File: src/rtl/sram_port_arb.sv
// Round-robin arbiter sharing one single-port SRAM between NREQ requesters.
// A requester may lock the port across beats. Out-of-range addresses complete
// the handshake without touching the SRAM and raise a sticky error flag.
module sram_port_arb #(
    parameter int unsigned NREQ   = 3,
    parameter int unsigned DEPTH  = 4096,
    parameter int unsigned WIDTH  = 8,
    parameter int unsigned ADDR_W = $clog2(DEPTH)
) (
    input  logic                   clk,
    input  logic                   rst_n,
    input  logic [NREQ-1:0]        req_valid,
    output logic [NREQ-1:0]        req_ready,
    input  logic [NREQ-1:0]        req_we,
    input  logic [NREQ-1:0]        req_lock,
    input  logic [NREQ*ADDR_W-1:0] req_addr,
    input  logic [NREQ*WIDTH-1:0]  req_wdata,
    output logic [NREQ-1:0]        rsp_valid,
    output logic [WIDTH-1:0]       rsp_rdata,
    output logic                   mem_en,
    output logic                   mem_we,
    output logic [ADDR_W-1:0]      mem_addr,
    output logic [WIDTH-1:0]       mem_din,
    input  logic [WIDTH-1:0]       mem_dout,
    output logic                   err_oob
);

    localparam int unsigned PTR_W = (NREQ > 1) ? $clog2(NREQ) : 1;

    typedef enum logic [0:0] {StArb, StLocked} state_e;

    state_e            state_q, state_d;
    logic [PTR_W-1:0]  rr_ptr_q, rr_ptr_d;
    logic [PTR_W-1:0]  owner_q, owner_d;
    logic [NREQ-1:0]   rd_pend_q, rd_pend_d;
    logic              oob_pend_q, oob_pend_d;
    logic              err_oob_q, err_oob_d;

    logic              beat;
    logic [PTR_W-1:0]  gnt_idx;
    logic [PTR_W-1:0]  cand_idx;
    logic [NREQ-1:0]   gnt;
    logic [ADDR_W-1:0] gnt_addr;
    logic [WIDTH-1:0]  gnt_wdata;
    logic              gnt_we;
    logic              gnt_lock;
    logic              gnt_oob;

    // Grant selection: owner only while locked, else first valid from rr_ptr upward.
    always_comb begin
        beat     = 1'b0;
        gnt_idx  = '0;
        cand_idx = '0;
        gnt      = '0;
        if (rst_n) begin
            if (state_q == StLocked) begin
                if (req_valid[owner_q]) begin
                    beat    = 1'b1;
                    gnt_idx = owner_q;
                end
            end else begin
                for (int unsigned k = 0; k < NREQ; k++) begin
                    cand_idx = PTR_W'((32'(rr_ptr_q) + k) % NREQ);
                    if (!beat && req_valid[cand_idx]) begin
                        beat    = 1'b1;
                        gnt_idx = cand_idx;
                    end
                end
            end
        end
        gnt[gnt_idx] = beat;
    end

    // Granted requester's fields and SRAM port drive; out-of-range beats never reach the SRAM.
    always_comb begin
        gnt_addr  = req_addr[gnt_idx*ADDR_W +: ADDR_W];
        gnt_wdata = req_wdata[gnt_idx*WIDTH +: WIDTH];
        gnt_we    = req_we[gnt_idx];
        gnt_lock  = req_lock[gnt_idx];
        gnt_oob   = beat && (32'(gnt_addr) >= DEPTH);
        req_ready = gnt;
        mem_en    = beat && !gnt_oob;
        mem_we    = beat && !gnt_oob && gnt_we;
        mem_addr  = gnt_addr;
        mem_din   = gnt_wdata;
    end

    // Next-state: pointer advance, lock FSM, read-response tracking, sticky error.
    always_comb begin
        state_d    = state_q;
        owner_d    = owner_q;
        rr_ptr_d   = rr_ptr_q;
        rd_pend_d  = '0;
        oob_pend_d = 1'b0;
        err_oob_d  = err_oob_q | gnt_oob;
        if (beat) begin
            rr_ptr_d = (32'(gnt_idx) == NREQ - 1) ? '0 : gnt_idx + 1'b1;
            if (!gnt_we) begin
                rd_pend_d  = gnt;
                oob_pend_d = gnt_oob;
            end
            case (state_q)
                StArb: begin
                    if (gnt_lock) begin
                        state_d = StLocked;
                        owner_d = gnt_idx;
                    end
                end
                StLocked: begin
                    if (!gnt_lock) begin
                        state_d = StArb;
                    end
                end
                default: state_d = StArb;
            endcase
        end
    end

    // State registers; reset drops ownership and any outstanding response.
    always_ff @(posedge clk or negedge rst_n) begin
        if (!rst_n) begin
            state_q    <= StArb;
            owner_q    <= '0;
            rr_ptr_q   <= '0;
            rd_pend_q  <= '0;
            oob_pend_q <= 1'b0;
            err_oob_q  <= 1'b0;
        end else begin
            state_q    <= state_d;
            owner_q    <= owner_d;
            rr_ptr_q   <= rr_ptr_d;
            rd_pend_q  <= rd_pend_d;
            oob_pend_q <= oob_pend_d;
            err_oob_q  <= err_oob_d;
        end
    end

    // Response outputs: SRAM data arrives the cycle after the read beat; out-of-range reads return 0.
    always_comb begin
        rsp_valid = rd_pend_q;
        rsp_rdata = (|rd_pend_q && !oob_pend_q) ? mem_dout : '0;
        err_oob   = err_oob_q;
    end

endmodule

File: config.mk
export PLATFORM = sky130hd
export DESIGN_NAME = sram_port_arb
export DESIGN_NICKNAME = d
export VERILOG_FILES = /design/src/rtl/sram_port_arb.sv
export SDC_FILE = /design/constraint.sdc
export NUM_CORES = 1
export LEC_CHECK = 0
export BUFFER_PORTS_ARGS = -buffer_cell sky130_fd_sc_hd__buf_4
export CORE_ASPECT_RATIO = 1.5
export CORE_UTILIZATION = 32
export DETAILED_ROUTE_END_ITERATION = 16
export PLACE_DENSITY = 0.77
export RECOVER_POWER = 100
export SLEW_MARGIN = 10
export SYNTH_ARGS = -nofsm -noshare
export SYNTH_HDL_FRONTEND = slang
export SYNTH_SLANG_ARGS = --single-unit
File: constraint.sdc
create_clock -name clk -period 1.9 [get_ports clk]
set_input_delay 0.095 -clock clk [delete_from_list [all_inputs] [get_ports clk]]
set_output_delay 0.095 -clock clk [all_outputs]
set_load 0.01 [all_outputs]
After elaboration in Yosys (flattened, before gate mapping) --
Index checks and enable logic that the tools add are counted.
Word-level totals: word-level logic and storage cells 65, register bits after elaboration 8, input bits 79
Cells by class: shifts and indexed selects 2, order comparisons 6, $mul 1, divide/modulo/power cells 3, add/sub/neg operators 3, bitwise operators 2, reduce and logical (&&, ||, !) cells 8, multiplexer cells 35, equal/unequal tests 1
Operator list (count):
- 32-bit by 2-bit modulo with 32-bit output, second input constant | 2
- 36-bit by 7-bit variable part select with 12-bit output | 1
- 2-bit by 2-bit modulo with 32-bit output, second input constant | 1
- 24-bit by 6-bit variable part select with 8-bit output | 1
- 1-bit two-way mux | 18
- 2-bit by 3-bit < comparator with 1-bit output, second input constant | 5
- 2-bit two-way mux | 7
- 1-bit binary-select mux with 2-bit select | 6
- 8-bit two-way mux | 1
- 3-bit two-way mux | 2
- 1-bit logical AND | 4
- 2-bit by 2-bit multiplier with 4-bit output, second input constant | 1
- 2-bit by 1-bit adder with 3-bit output, second input constant | 1
- 2-bit by 2-bit adder with 3-bit output, second input constant | 1
- 3-bit AND | 1
- 3-bit AND reduction | 1
- 3-bit OR reduction | 1
- 2-bit by 1-bit adder with 2-bit output, second input constant | 1
- 1-bit demux with 2-bit select | 1
- 2-bit == test, second input constant | 1
- 2-bit by 1-bit greater-or-equal comparator with 1-bit output, second input constant | 1
- 1-bit logical NOT | 2
- 1-bit inverter | 1

Depth between registers and ports, before layout --
word-level depth 23, gate-level depth with buffers 10, gate-level depth less buffers 8

Worst setup path before layout --
Ideal clock, no wire load.
kind flip-flop to output port, start point register rr_ptr_q[0], end point output port mem_addr[11], arrival time 2.033 ns, setup slack -0.228 ns, buffers on the path 1, required time 1.805 ns, stages on the path, launching flop included 9, cells stage by stage dfrtp_1 -> inv_1 -> ha_1 -> or3b_4 -> a31oi_4 -> a211oi_4 -> or2_4 -> buf_6 -> o21ai_1
On the way: longest elaborated chain between the ends 18, elaborated cells between the ends (all ways) 28, those cells by class add/sub: 2; mul: 1; div: 3; shift: 1; mux: 17; reduce/logical: 4
Ends and longest elaborated chain:
- start, declared | line 33 | logic [PTR_W-1:0] rr_ptr_q, rr_ptr_d;
- start signal, assigned | line 131 | rr_ptr_q <= rr_ptr_d;
- branches (longest 13 deep; another with 32-bit by 2-bit modulo with 32-bit output)
- 2-bit two-way mux * | line 64 | if (!beat && req_valid[cand_idx]) begin
- 2-bit two-way mux * | line 56 | if (state_q == StLocked) begin
- 2-bit two-way mux * | line 55 | if (rst_n) begin
- 2-bit by 2-bit multiplier with 4-bit output * | line 76 | gnt_addr = req_addr[gnt_idx*ADDR_W +: ADDR_W];
- 36-bit by 7-bit variable part select with 12-bit output * | line 76
- end, declared | line 22 | output logic [ADDR_W-1:0] mem_addr,
Every way passes the cells marked *. The select of a mux whose other input is x is not followed.

Final worst setup path --
start point register rr_ptr_q[0], end point output port mem_din[0]
On the way: longest elaborated chain between the ends 17, elaborated cells between the ends (all ways) 27, those cells by class add/sub: 2; div: 3; shift: 1; mux: 17; reduce/logical: 4
Ends and longest elaborated chain:
- branches (longest 13 deep; another with 32-bit by 2-bit modulo with 32-bit output)
- 2-bit two-way mux * | line 64
- 2-bit two-way mux * | line 56
- 2-bit two-way mux * | line 55
- 24-bit by 6-bit variable part select with 8-bit output * | line 77 | gnt_wdata = req_wdata[gnt_idx*WIDTH +: WIDTH];
- end, declared | line 23 | output logic [WIDTH-1:0] mem_din,
Marks and branches as above.

==> flow_summary.yaml <==
global_routing:
  grt.total_usage_pct: 27.8
  met2_usage_pct: 55.1
  grt_pass1_wl_um: 7760
  met3_usage_pct: 4.44
  grt.busiest_layer: "met2"
  met1_usage_pct: 25.6
  grt_start_max_net_pins: 13
  grt_pass1_vias: 1783
  grt_overflow: 0
  antenna_found_initial: 0
layout:
  antenna_cells: 0
  fin_util_pct: 77.6
  final_nets: 382
  nFillCells: 227
  layout-drive-gt1-share_pct: 67.9
  synthToLayoutAreaGrowth_pct: 132
  layout_common_cells: "buf_4, inv_1, buf_6, a22oi_2, clkbuf_1"
  layout_commonest_cell: "buf_4"
setup_path:
  r2r_setup_slack_ns: -0.27
  r2r-end: "owner_q[0]"
  criticalPathCategory: "register to output pin"
  reg2reg_depth: 10
  worstPathRequired_ns: 1.80
  cp-end-kind: "output pin"
  arrival_ns: 2.23
  cp_max_fo: 8
  r2r_start: "rr_ptr_q[0]"
  start_kind: "register"
logic_synthesis:
  yosysTopAreaCell: "dfrtp_1"
  synth_cell_type_count: 43
  synth_nets: 230
  async_flop_share_pct: 100
  syn_inst: 149
  yosysTopAreaCellShare_pct: 17.7
  synth_seq_cells: 8
  synth_edf_count: 0
  netlist_area_um2: 1130
  synth_warnings: 0
  synth-seq-area-share_pct: 17.7
  syn_area_per_cell_um2: 7.59
  synthFlopType: "dfrtp_1"
  synth.area.top_cells: "dfrtp_1, a22oi_1, inv_1, o21ai_2, nor2b_1"
power:
  leakage_nw: 1.26
  peakVddDrop_v: 0.000674
  powerDensity_nw_per_um2: 1080
sta:
  slew_headroom_pct: 59.4
  finalCriticalPeriod_ns: 2.33
  rsz0062_at_grt: "true"
  finClkSkew_ns: 0.00464
  timing.final.crit_share_pct: 123
  hold_viol: 0
  slew_viol_final: 0
  worstMarginPinSlew_ns: 0.609
  clock.fmax_ghz: 0.430
  setup_viol: 32
  setup_tns_ns: -10.54
  setup_ws_ns: -0.428
floorplan:
  dieHeight_um: 74.8
  ios: 116
  initial_core_util_pct: 33.4
  dieArea_um2: 3780
  die_w_um: 50.5
  core_um2: 3380
  std_cell_rows: 26
status:
  outcome: "complete, but fails checks"
  violations: "negative setup slack"
cts:
  cts_buffer_depth: 2
  path_clk_slew_ns: 0.04
  cts-root-buf: "clkbuf_8"
  h-tree-depth: 1
  cts_tree: "yes"
  clk_latency_ns: 0.24
  clock_sinks: 8
  cts_buffers: 3
worst_hold_path:
  hp-start: "req_we[0]"
  hold_depth: 2
  hold_class: "input pin to register"
  min_to: "rsp_valid[0]"
route:
  vias_per_cell: 5.44
  dr.pass1.iters: 4
  postRouteAntennaNets: 0
  vias: 1856
  drc: 0
  wl_um: 5750
  wl_per_cell_um: 16.8
  drtIter0Drc: 34
placed_design:
  place_hpwl_um: 3720
  gp_congestion: 0.813
  portBuffers: 114
job:
  cap_viol_max_count: 0
[cell usage after synthesis (2+ instances only)]
cell type / number
a211oi_1: 3
a21oi_1: 4
a22oi_1: 20
a31oi_1: 2
buf_2: 4
buf_4: 3
buf_6: 2
dfrtp_1: 8
ha_1: 2
inv_1: 27
mux2i_1: 2
nand2_1: 6
nand3_1: 3
nor2_1: 2
nor2b_1: 11
nor3_1: 3
o21ai_0: 5
o21ai_1: 7
o21ai_2: 10
o21bai_1: 2
[state kept, by name (all words and copies together), names as in the netlist]
| register | count |
|---|---|
| state_q | 1 |
| owner_q | 2 |
| rr_ptr_q | 2 |
| rsp_valid | 3 |
[routing by layer]
layer,vias up,wire [µm],part of all wire [%]
met4,0,273,4.8
met2,100,3320,58
met3,30,301,5.2
met1,887,1850,32
li1,839,-,-
met5,-,0,0
[how the worst max path moves through the flow]
stage,startpoint,to
4_1_cts,rr_ptr_q[0],mem_we
6_report,rr_ptr_q[0],mem_din[0]
2_1_floorplan,rr_ptr_q[0],mem_addr[11]
5_1_grt,rr_ptr_q[0],mem_we
3_5_place_dp,rr_ptr_q[0],mem_addr[4]
3_3_place_gp,rr_ptr_q[0],mem_addr[4]
[logic make-up (layout without fill, tap and decap cells)]
| kind of cell | count (synthesis) | count (layout) | share of synthesized area [%] |
|---|---|---|---|
| adder cells (fa/ha/maj) | 3 | 3 | 3.10 |
| other | 1 | 1 | 0.332 |
| flip-flops | 8 | 8 | 17.7 |
| AO/OA/AOI/OAI | 65 | 65 | 44.0 |
| buffers and inverters | 37 | 184 | 15.2 |
| AND/OR/NAND/NOR | 33 | 36 | 17.9 |
| multiplexers | 2 | 2 | 1.77 |
[through the flow]
step / setup WS [ns] / power, mW / std cells / instance area, µm² / hold slack [ns]
2_1_floorplan: -0.0885 / 1.32 / 149 / 1260 / -0.201
3_3_place_gp: -0.290 / 2.15 / 322 / 2300 / 0.0226
3_5_place_dp: -0.371 / 2.18 / 322 / 2300 / 0.0263
4_1_cts: -0.424 / 2.74 / 337 / 2600 / 0.0217
5_1_grt: -0.519 / 3.03 / 341 / 2630 / 0.0303
6_report: -0.428 / 2.85 / 341 / 2630 / 0.0268
[critical path, cell delays in order, from the launching register on]
cell and delay, ns:
dfrtp_1 0.40, inv_2 0.08, ha_4 0.20, or3b_4 0.39
a31oi_4 0.18, a211oi_4 0.09, buf_4 0.19, a22oi_1 0.22
o21ai_2 0.09, buf_4 0.15
[repair_timing]
item | 4_1_cts | 5_1_grt
gates cloned | 4 | 0
endpoints found under the setup margin | 31 | 32
hold endpoints to repair | 8 | 0
pin swaps | 15 | 4
gates resized for setup | 46 | 10
buffers inserted | 7 | 4
hold buffers | 1 | 0
[power breakdown]
part / internal (mW) / total [mW] / switching [mW]
Sequential: 0.225 / 0.275 / 0.0498
Combinational: 1.25 / 2.36 / 1.11
Clock: 0.138 / 0.214 / 0.0756
[cell type report]
class / instances / area (µm²) / area share [%]
repair buffers: 154 / 1180 / 45.0
well taps: 42 / 52.6 / 2.00
flip-flops and latches: 8 / 200 / 7.63
multi-input cells: 107 / 1050 / 39.9
clock buffers: 3 / 41.3 / 1.57
inverters: 27 / 101 / 3.86
Note: power is estimated with default switching activity, not from simulation.
